### src/rtl/mi_loader.sv
// mi_loader: fills instruction memory from a byte stream, verifies an XOR checksum, holds the CPU in reset meanwhile
module mi_loader #(
  parameter int ADDR_W = 5,
  parameter int DEPTH  = 32,
  parameter int BASE   = 1
) (
  input  logic              clk,
  input  logic              reset,
  input  logic              start,
  input  logic              rx_valid,
  input  logic [7:0]        rx_data,
  output logic              rx_ready,
  output logic              we,
  output logic [ADDR_W-1:0] waddr,
  output logic [31:0]       wdata,
  output logic              hold,
  output logic              done,
  output logic              err
);
  typedef enum logic [2:0] {IDLE, HDR_HI, HDR_LO, DATA, WRITE, CHK, DONE, ERR} state_t;
  localparam logic [15:0] MAX_CNT = 16'(DEPTH - BASE);
  state_t      state_q;
  logic [15:0] rem_q;
  logic [7:0]  chk_q;
  logic [1:0]  idx_q;
  logic [23:0] word_q;
  logic        xfer;
  logic [15:0] cnt;
  assign rx_ready = state_q inside {HDR_HI, HDR_LO, DATA, CHK};
  assign xfer     = rx_valid & rx_ready;
  assign cnt      = {rem_q[15:8], rx_data};
  // load sequencer: header parse, word assembly, memory write, checksum verdict
  always_ff @(posedge clk) begin
    if (reset) begin
      state_q <= IDLE;
      rem_q   <= '0;
      chk_q   <= '0;
      idx_q   <= '0;
      word_q  <= '0;
      we      <= 1'b0;
      waddr   <= '0;
      wdata   <= '0;
      hold    <= 1'b0;
      done    <= 1'b0;
      err     <= 1'b0;
    end else begin
      case (state_q)
        IDLE, DONE, ERR: if (start) begin
          state_q <= HDR_HI;
          hold    <= 1'b1;
          done    <= 1'b0;
          err     <= 1'b0;
          chk_q   <= '0;
        end
        HDR_HI: if (xfer) begin
          rem_q[15:8] <= rx_data;
          chk_q       <= chk_q ^ rx_data;
          state_q     <= HDR_LO;
        end
        HDR_LO: if (xfer) begin
          rem_q[7:0] <= rx_data;
          chk_q      <= chk_q ^ rx_data;
          if (cnt > MAX_CNT) begin
            state_q <= ERR;
            err     <= 1'b1;
          end else if (cnt == 16'd0) begin
            state_q <= CHK;
          end else begin
            state_q <= DATA;
            waddr   <= ADDR_W'(BASE);
            idx_q   <= '0;
          end
        end
        DATA: if (xfer) begin
          word_q <= {word_q[15:0], rx_data};
          chk_q  <= chk_q ^ rx_data;
          idx_q  <= idx_q + 2'd1;
          if (idx_q == 2'd3) begin
            state_q <= WRITE;
            we      <= 1'b1;
            wdata   <= {word_q, rx_data};
          end
        end
        WRITE: begin
          we    <= 1'b0;
          rem_q <= rem_q - 16'd1;
          if (rem_q == 16'd1) begin
            state_q <= CHK;
          end else begin
            state_q <= DATA;
            waddr   <= waddr + ADDR_W'(1);
            idx_q   <= '0;
          end
        end
        CHK: if (xfer) begin
          if (rx_data == chk_q) begin
            state_q <= DONE;
            done    <= 1'b1;
            hold    <= 1'b0;
          end else begin
            state_q <= ERR;
            err     <= 1'b1;
          end
        end
      endcase
    end
  end
endmodule
### config.mk
export PLATFORM = sky130hd
export DESIGN_NAME = mi_loader
export DESIGN_NICKNAME = d
export VERILOG_FILES = /design/src/rtl/mi_loader.sv
export SDC_FILE = /design/constraint.sdc
export NUM_CORES = 1
export LEC_CHECK = 0
export BUFFER_PORTS_ARGS = -buffer_cell sky130_fd_sc_hd__buf_2
export CORE_MARGIN = 10
export CORE_UTILIZATION = 58
export CTS_BUF_LIST = sky130_fd_sc_hd__clkbuf_4 sky130_fd_sc_hd__clkbuf_8 sky130_fd_sc_hd__clkbuf_16
export DETAILED_ROUTE_END_ITERATION = 10
export GPL_TIMING_DRIVEN = 0
export MAX_ROUTING_LAYER = met4
export PLACE_DENSITY = 0.81
export SYNTH_ARGS = -nofsm -noshare
export SYNTH_HDL_FRONTEND = slang
export SYNTH_SLANG_ARGS = --single-unit
### constraint.sdc
create_clock -name clk -period 2.8 [get_ports clk]
set_clock_uncertainty 0.1 [all_clocks]
set_input_delay 0.28 -clock clk [delete_from_list [all_inputs] [get_ports clk]]
set_output_delay 0.28 -clock clk [all_outputs]
set_load 0.02 [all_outputs]
# Word level (Yosys, flattened, before mapping)
# Index checks and enable logic that the tools add are counted.
[op_classes]
n_addsub = 3
magnitude_cmp = 1
eq_ne = 23
n_mux = 44
n_bitwise = 2
reduce_logical = 23
[op_table]
columns = ["op", "n"]
rows = [
  ["8-bit case mux with 2 select lines", 3],
  ["3-bit 2-to-1 mux", 9],
  ["8-bit 2-to-1 mux", 3],
  ["5-bit 2-to-1 mux", 4],
  ["2-bit != test (second input constant)", 9],
  ["3-bit case mux with 6 select lines", 1],
  ["6-bit AND reduction", 3],
  ["16-bit by 1-bit equality test with 1-bit output (second input constant)", 1],
  ["16-bit by 5-bit > comparator with 1-bit output (second input constant)", 1],
  ["16-bit logical NOT", 1],
  ["16-bit by 1-bit subtractor with 16-bit output (second input constant)", 1],
  ["1-bit 2-to-1 mux", 13],
  ["3-bit equality test (second input constant)", 4],
  ["2-bit 2-to-1 mux", 5],
  ["5-bit case mux with 2 select lines", 1],
  ["2-bit nonzero test", 5],
  ["3-bit AND reduction", 3],
  ["8-bit equality test", 1],
  ["2-bit by 1-bit != test with 1-bit output (second input constant)", 4],
  ["8-bit bitwise XOR", 1],
  ["3-bit by 2-bit equality test with 1-bit output (second input constant)", 2],
  ["1-bit case mux with 2 select lines", 3],
  ["2-bit case mux with 3 select lines", 1],
  ["2-bit AND reduction", 3],
  ["other kinds (12)", 14],
]
[word_totals]
regBits = 94
out_inout_bits = 42
elab_cells = 108

# Logic depth before layout (Yosys ltp)
# Gate-level depths: netlist (run 1).
[logic_depth]
ltp_word = 5
mapped_depth = 8

# Worst setup path after synthesis (run 1)
# No wires, ideal clock.
[synth_path]
path_kind = "reg2reg"
startpoint = "reg rem_q[0]"
endpoint = "reg rem_q[10]"
setup_ns = 0.117
arrival_ns = 1.730
required_ns = 2.583
setup_slack_ns = 0.853
stages_incl_launch_ff = 8
cell_sequence = "dfxtp_1 -> inv_1 -> ha_1 -> or3b_2 -> or3_4 -> nand2_1 -> nand2_1 -> a32o_1"
[synth_via]
elab_chain_cells = 2
[synth_rtl]
columns = ["element", "line_no", "rtl"]
rows = [
  ["from (decl)", "23", "logic [15:0] rem_q;"],
  ["from (signal assigned)", "61", "rem_q[7:0] <= rx_data;"],
  ["from (signal assigned)", "86", "rem_q <= rem_q - 16'd1;"],
  ["16-bit by 1-bit subtractor with 16-bit output", "86", ""],
  ["8-bit case mux with 2 select lines", "47", "case (state_q)"],
]
# Every way passes these cells.
# A chain may end at the register's enable or synchronous reset.

# Worst setup path after layout (run 1)
[layout_path]
startpoint = "reg state_q[1]"
endpoint = "reg waddr[4]"
[layout_via]
elab_chain_cells = 5
elab_cells_between_ends = 14
classes_between = "9 x eq/ne; 1 x mux; 1 x bitwise; 3 x reduce/logical"
[layout_rtl]
columns = ["element", "line_no", "rtl"]
rows = [
  ["from (decl)", "22", "state_t state_q;"],
  ["from (signal assigned)", "35", "state_q <= IDLE;"],
  ["from (signal assigned)", "49", "state_q <= HDR_HI;"],
  ["from (signal assigned)", "58", "state_q <= HDR_LO;"],
  ["3-bit by 1-bit equality test with 1-bit output (tied with other cells)", "29", "assign rx_ready = state_q inside {HDR_HI, HDR_LO, DATA, CHK};"],
  ["4-bit nonzero test", "29", ""],
  ["1-bit AND", "30", "assign xfer = rx_valid & rx_ready;"],
  ["2-bit != test (no line)", "-", ""],
  ["5-bit AND reduction (no line)", "-", ""],
  ["to (signal assigned)", "70", "waddr <= ADDR_W'(BASE);"],
  ["to (signal assigned)", "91", "waddr <= waddr + ADDR_W'(1);"],
  ["to (decl)", "14", "output logic [ADDR_W-1:0] waddr,"],
]
# Several ways; a longest one is shown, not always the timed one.

==> impl_metrics.ini, run 1 <==
[run_status]
status = finished, final reports clean

[clock_tree]
cts_buffer_depth = 2
cts_tree = yes
htree_num_levels = 3
post-cts-setup-buffer-count = 0
cts-resized-gates = 0
cts_buffers = 9
ctsHoldBuffers = 0
cts-root-buf = clkbuf_8
cts.sink_count = 94
clkTransAtPathRegs_ns = 0.10
worstSkewPairLatency_ns = 0.37

[grt]
grt_remaining_overflow = 0
antenna_found_initial = 0
grt_pass1_vias = 3965
grt.total_usage_pct = 20.9
grt_pass1_wl_mm = 19.1
grt_max_degree = 18

[synth]
ys.flop_type = dfxtp_1
synth_top_area_share_pct = 43.8
synth.avg_cell_area_sq_um = 7.63
seq_area_frac_synth_pct = 43.8
synth_top_family_by_area = simple AND/OR/NAND/NOR gates
synth_area_leaders = dfxtp_1, nand2_1, a21oi_1
synth_top_area_cell = dfxtp_1
synth_mux_area_share_pct = 0.466
synthArstFlopShare_pct = 0
synthDistinctLibCells = 57
synth_fa_ha_area_share_pct = 1.46
synth_compound_area_share_pct = 22.0
synth_nets = 580
ys_warn_count = 0
synthSimpleGateAreaFrac_pct = 26.6
syn-cell-area_sq_um = 4300
yosys_register_bits = 94
synthCells = 563
synth_xor_area_share_pct = 0.815
synth_edf_count = 0

[pwr]
pwr-share-comb_pct = 15.2
power_switching_mw = 0.810
peakVddDrop_mv = 0.316
p_seq_share_pct = 52.4
pwr-share-clk_pct = 32.4
swShare_pct = 30.4
power.density_nw_per_um2 = 552
p_int_mw = 1.86
leakage_nw = 1.75
p_total_mw = 2.67

[timing]
setup_ws_ns = 0.421
tightestPinTransition_ns = 1.00
setup_viol = 0
fmax_mhz = 420
hold_violations = 0
period_needed_ns = 2.38
setup_tns_ns = 0
slew_viol_final = 0
fin_crit_sh_pct = 85.0
timing.slew.headroom_pct = 32.5
hold-worst-slack_ns = 0.126
rsz0062_at_grt = false

[floorplan]
fp.coreArea_sq_um = 7210
die_x_um = 106
die_h_um = 106
initial_core_util_pct = 59.6
ioPinCount = 54
dieArea_sq_um = 11300
num_rows = 31

[flow_run]
maxCapViolCount = 0

[finish]
fin_cells = 723
layout-drive-gt1-share_pct = 13.1
nNetsFinal = 636
areaGrowthSynthToFinish_pct = 12.4
n_antenna_cell = 0

[placement]
hpwlAfterDp_mm = 8.39
dp.cells = 707
place_congestion = 0.940
io_buffers = 45
place_worst_setup_slack_ns = 0.522

[worst_setup_path]
cp_max_fo = 10
cp-end-kind = flip-flop
crit_arrival_ns = 2.51
crit_required_ns = 2.93
critPathKind = flip-flop to flip-flop
start_kind = flip-flop

[route]
vias_per_cell = 5.93
routed_wl_mm = 11.8
ant_nets = 0
vias = 4290
post-route-drc-count = 0
drtIter0Drc = 335
first_pass_iters = 5
wl_per_cell_um = 16.3

[worst_hold_path]
min_path_type = primary input to flip-flop
[final cells by class]
| class | instances | area (sq um) |
|---|---|---|
| sequential | 94 | 1880 |
| clock inverter | 6 | 53.8 |
| inverter | 12 | 45.0 |
| fill | 642 | 2380 |
| multi-input combinational | 415 | 2210 |
| tap | 99 | 124 |
| timing repair buffer | 45 | 225 |
| clock buffer | 10 | 131 |
| buffer | 42 | 165 |
[per-layer routing]
layer | track usage [%] | part of all wire [%]
met1 | 28.1 | 46
met2 | 29.8 | 44
met3 | 4.47 | 7.9
met4 | 8.80 | 2.2
met5 | - | 0
[power by group through the flow]
stage / Sequential [mW] / Clock (mW) / Combinational, mW
2_1_floorplan: 1.42 / 0 / 0.291
3_3_place_gp: 1.43 / 0 / 0.384
3_5_place_dp: 1.43 / 0 / 0.392
4_1_cts: 1.40 / 0.872 / 0.394
5_1_grt: 1.40 / 0.922 / 0.447
6_report: 1.40 / 0.863 / 0.406
[layout by cell type, fill, tap and decap left out, drive strengths merged, types with 4 or more instances in the layout]
master,instances
nand2,135
dfxtp,94
a21oi,84
buf,51
clkbuf,46
nor2,34
o21ai,27
nand3,14
inv,14
nand2b,11
nor4,9
or2,7
a211oi,6
or3b,6
nor3,6
ha,5
a311oi,4
a22oi,4
o22ai,4
nand4,4
xnor2,4
or3,4
[path summary, 6_finish.rpt]
check / start / to / depth (start not counted) / slack (ns)
setup / recovery: state_q[1] / waddr[4] / 5 / 0.42
hold / removal: rx_data[6] / wdata[6] / 3 / 0.13
setup reg to reg: state_q[1] / waddr[4] / 5 / 0.42
hold reg to reg: wdata[29] / wdata[29] / 2 / 0.36
[per-stage QoR]
stage | util [%] | area (sq um)
after floorplan | - | 4300
after global placement | 64.4 | 4650
after detailed placement | 64.4 | 4650
after CTS | 67.0 | 4830
after global routing | 67.0 | 4830
final | 67.0 | 4830
[critical path, cell delays in order (launching register included)]
cell and delay [ns]:
dfxtp_1 0.40, clkbuf_1 0.37, buf_2 0.33, nand4bb_1 0.39, o22ai_1 0.47, a311oi_1 0.17
[sequential cells by signal (all words and copies together) (netlist names), 2 cells and up]
| register | flops |
|---|---|
| state_q | 3 |
| rem_q | 16 |
| word_q | 24 |
| idx_q | 2 |
| chk_q | 8 |
| wdata | 32 |
| waddr | 5 |
[cells in the mapped netlist (3+ instances only)]
cell type and number:
nor3_1 5, or3_1 3, inv_1 11, buf_2 6
xnor2_1 4, o21ai_1 3, a31oi_1 3, a22o_1 3
nor4_1 9, nand4_1 4, nor2_1 34, a311oi_1 4
or4_1 3, clkbuf_1 36, a211oi_1 6, o21ai_0 24
or3b_2 5, nand3_1 14, a22oi_1 4, nand3b_1 3
or2_2 6, dfxtp_1 94, a32o_1 3, a21oi_1 83
o22ai_1 4, ha_1 5, nand2b_1 11, nand2_1 135
a21boi_0 3
[logic make-up (layout without fill, tap and decap cells)]
group                    Yosys count  in the layout
AO/OA/AOI/OAI                    158            158
XOR/XNOR                           4              4
adder cells (fa/ha/maj)            5              5
buffers and inverters             54            115
flip-flops                        94             94
multiplexers                       2              2
AND/OR/NAND/NOR                  246            246
Power figures use the tool's default switching activity.
==> inputs of run 2 (changes only) <==
--- a/config.mk
+++ b/config.mk
@@ -7,12 +7,12 @@
 export LEC_CHECK = 0
 export BUFFER_PORTS_ARGS = -buffer_cell sky130_fd_sc_hd__buf_2
 export CORE_MARGIN = 10
-export CORE_UTILIZATION = 58
+export CORE_UTILIZATION = 52
 export CTS_BUF_LIST = sky130_fd_sc_hd__clkbuf_4 sky130_fd_sc_hd__clkbuf_8 sky130_fd_sc_hd__clkbuf_16
 export DETAILED_ROUTE_END_ITERATION = 10
 export GPL_TIMING_DRIVEN = 0
 export MAX_ROUTING_LAYER = met4
-export PLACE_DENSITY = 0.81
+export PLACE_DENSITY = 0.77
 export SYNTH_ARGS = -nofsm -noshare
 export SYNTH_HDL_FRONTEND = slang
 export SYNTH_SLANG_ARGS = --single-unit
==> constraint.sdc (replaced) <==
create_clock -name clk -period 1.9 [get_ports clk]
set_clock_uncertainty 0.1 [all_clocks]
set_input_delay 0.19 -clock clk [delete_from_list [all_inputs] [get_ports clk]]
set_output_delay 0.19 -clock clk [all_outputs]
set_load 0.02 [all_outputs]
==> run 2 against run 1 <==
The run now ends with setup timing left. Sequential power rose by 48%. Combinational power grew 85%. Non-clock buffer count up 6. Cell area up 7.4%. Largest cell class unchanged.
==> impl_metrics.ini, run 2 (synthesis gave the netlist of run 1 again) <==
[floorplan]
die_h_um = 111
num_rows = 33
dieArea_sq_um = 12300
fp.coreArea_sq_um = 8130
ioPinCount = 54
die_x_um = 111
initial_core_util_pct = 52.8

[pwr]
p_seq_share_pct = 50.1
p_total_mw = 4.12
leakage_nw = 1.86
peakVddDrop_mv = 0.412
power_switching_mw = 1.31
swShare_pct = 31.8
p_int_mw = 2.81
power.density_nw_per_um2 = 795
pwr-share-clk_pct = 31.7
pwr-share-comb_pct = 18.2

[timing]
setup_tns_ns = -0.232
tightestPinTransition_ns = 0.706
slew_viol_final = 0
rsz0062_at_grt = true
hold-worst-slack_ns = 0.0402
timing.slew.headroom_pct = 52.7
hold_violations = 0
fmax_mhz = 493
period_needed_ns = 2.03
setup_ws_ns = -0.129
setup_viol = 4
fin_crit_sh_pct = 107

[grt]
grt_pass1_vias = 4107
antenna_found_initial = 0
grt.total_usage_pct = 19.8
grt_pass1_wl_mm = 20.2
grt_max_degree = 19
grt_remaining_overflow = 0

[route]
post-route-drc-count = 0
routed.top_layer = met4
route.met2.wl_mm = 5.51
vias_per_cell = 5.95
met3WireLength_mm = 1.19
vias = 4370
wl_met1_mm = 5.49
drtIter0Drc = 475
routed_wl_mm = 12.6
wl_per_cell_um = 17.1
first_pass_iters = 6
ant_nets = 0

[run_status]
failed_checks = setup timing
status = finished with violations

[clock_tree]
cts_tree = yes
ctsHoldBuffers = 0
cts_buffers = 9
cts_buffer_depth = 2
worstSkewPairLatency_ns = 0.38
htree_num_levels = 3
cts.sink_count = 94
cts-root-buf = clkbuf_8
clkTransAtPathRegs_ns = 0.10

[worst_setup_path]
cp_max_fo = 5
critPathKind = flip-flop to flip-flop
crit_required_ns = 2.05
crit_arrival_ns = 2.18
start_kind = flip-flop
r2r_cells = 6
cp-end-kind = flip-flop

[placement]
hpwlAfterDp_mm = 8.47
post_dp_cell_area_sq_um = 4670
place_congestion = 0.943
dp.cells = 713
io_buffers = 45

[finish]
largest_reg_flops = 32
reg_top3 = wdata: 32 flops, word_q: 24 flops, rem_q: 16 flops
areaGrowthSynthToFinish_pct = 20.7
nNetsFinal = 642
fin_cells = 735
layout-drive-gt1-share_pct = 22.2
final_common_cell = nand2_1
top_register = wdata
fin_area_sq_um = 5190
n_antenna_cell = 0
final_cell_mix = nand2_1, dfxtp_1, a21oi_1

[worst_hold_path]
min_path_type = primary input to flip-flop
min_path_cells = 3

[flow_run]
maxCapViolCount = 0
[run 2: power by group through the flow]
stage,Clock [mW],Combinational [mW],Sequential (mW)
after floorplan,0,0.437,2.10
after global placement,0,0.582,2.10
after detailed placement,0,0.590,2.10
after CTS,1.31,0.669,2.06
after global routing,1.40,0.809,2.07
final,1.31,0.750,2.07
[run 2: cell type report]
class | count | area, sq um
clock buffers | 9 | 124
plain buffers | 39 | 215
well taps | 105 | 131
clock inverters | 7 | 66.3
flip-flops and latches | 94 | 1900
repair buffers | 54 | 293
fillers | 713 | 2950
inverters | 12 | 50.0
multi-input cells | 415 | 2410
[run 2: final timing paths]
path	start	to	slack (ns)
setup reg to reg	rem_q[0]	rem_q[12]	-0.13
hold / removal	rx_data[6]	word_q[6]	0.04
setup / recovery	rem_q[0]	rem_q[12]	-0.13
hold reg to reg	wdata[21]	wdata[21]	0.36
[run 2: timing repair]
action | 4_1_cts | 5_1_grt
pin swaps | 6 | 5
hold endpoints to repair | 0 | 0
setup endpoints to repair | 66 | 78
cloned | 0 | 0
resized for setup | 41 | 46
setup buffers | 5 | 4
[run 2: critical path, cell delays in order (launching register included)]
cell	delay (ns)
dfxtp_2	0.36
inv_2	0.08
ha_4	0.14
or3b_4	0.38
or3_4	0.41
o311ai_2	0.28
a31oi_1	0.14
[run 2: per-layer routing]
layer,global-route usage [%],vias up
met2,28.7,223
met3,5.25,45
li1,-,2088
met5,-,-
met4,8.07,0
met1,25.5,2014
[run 2: through the flow]
step | utilization (%) | setup slack (ns)
floorplan | - | -0.0132
global placement | 57.4 | -0.378
detailed placement | 57.4 | -0.392
CTS | 61.9 | -0.0606
global route | 63.8 | -0.145
finish | 63.8 | -0.129
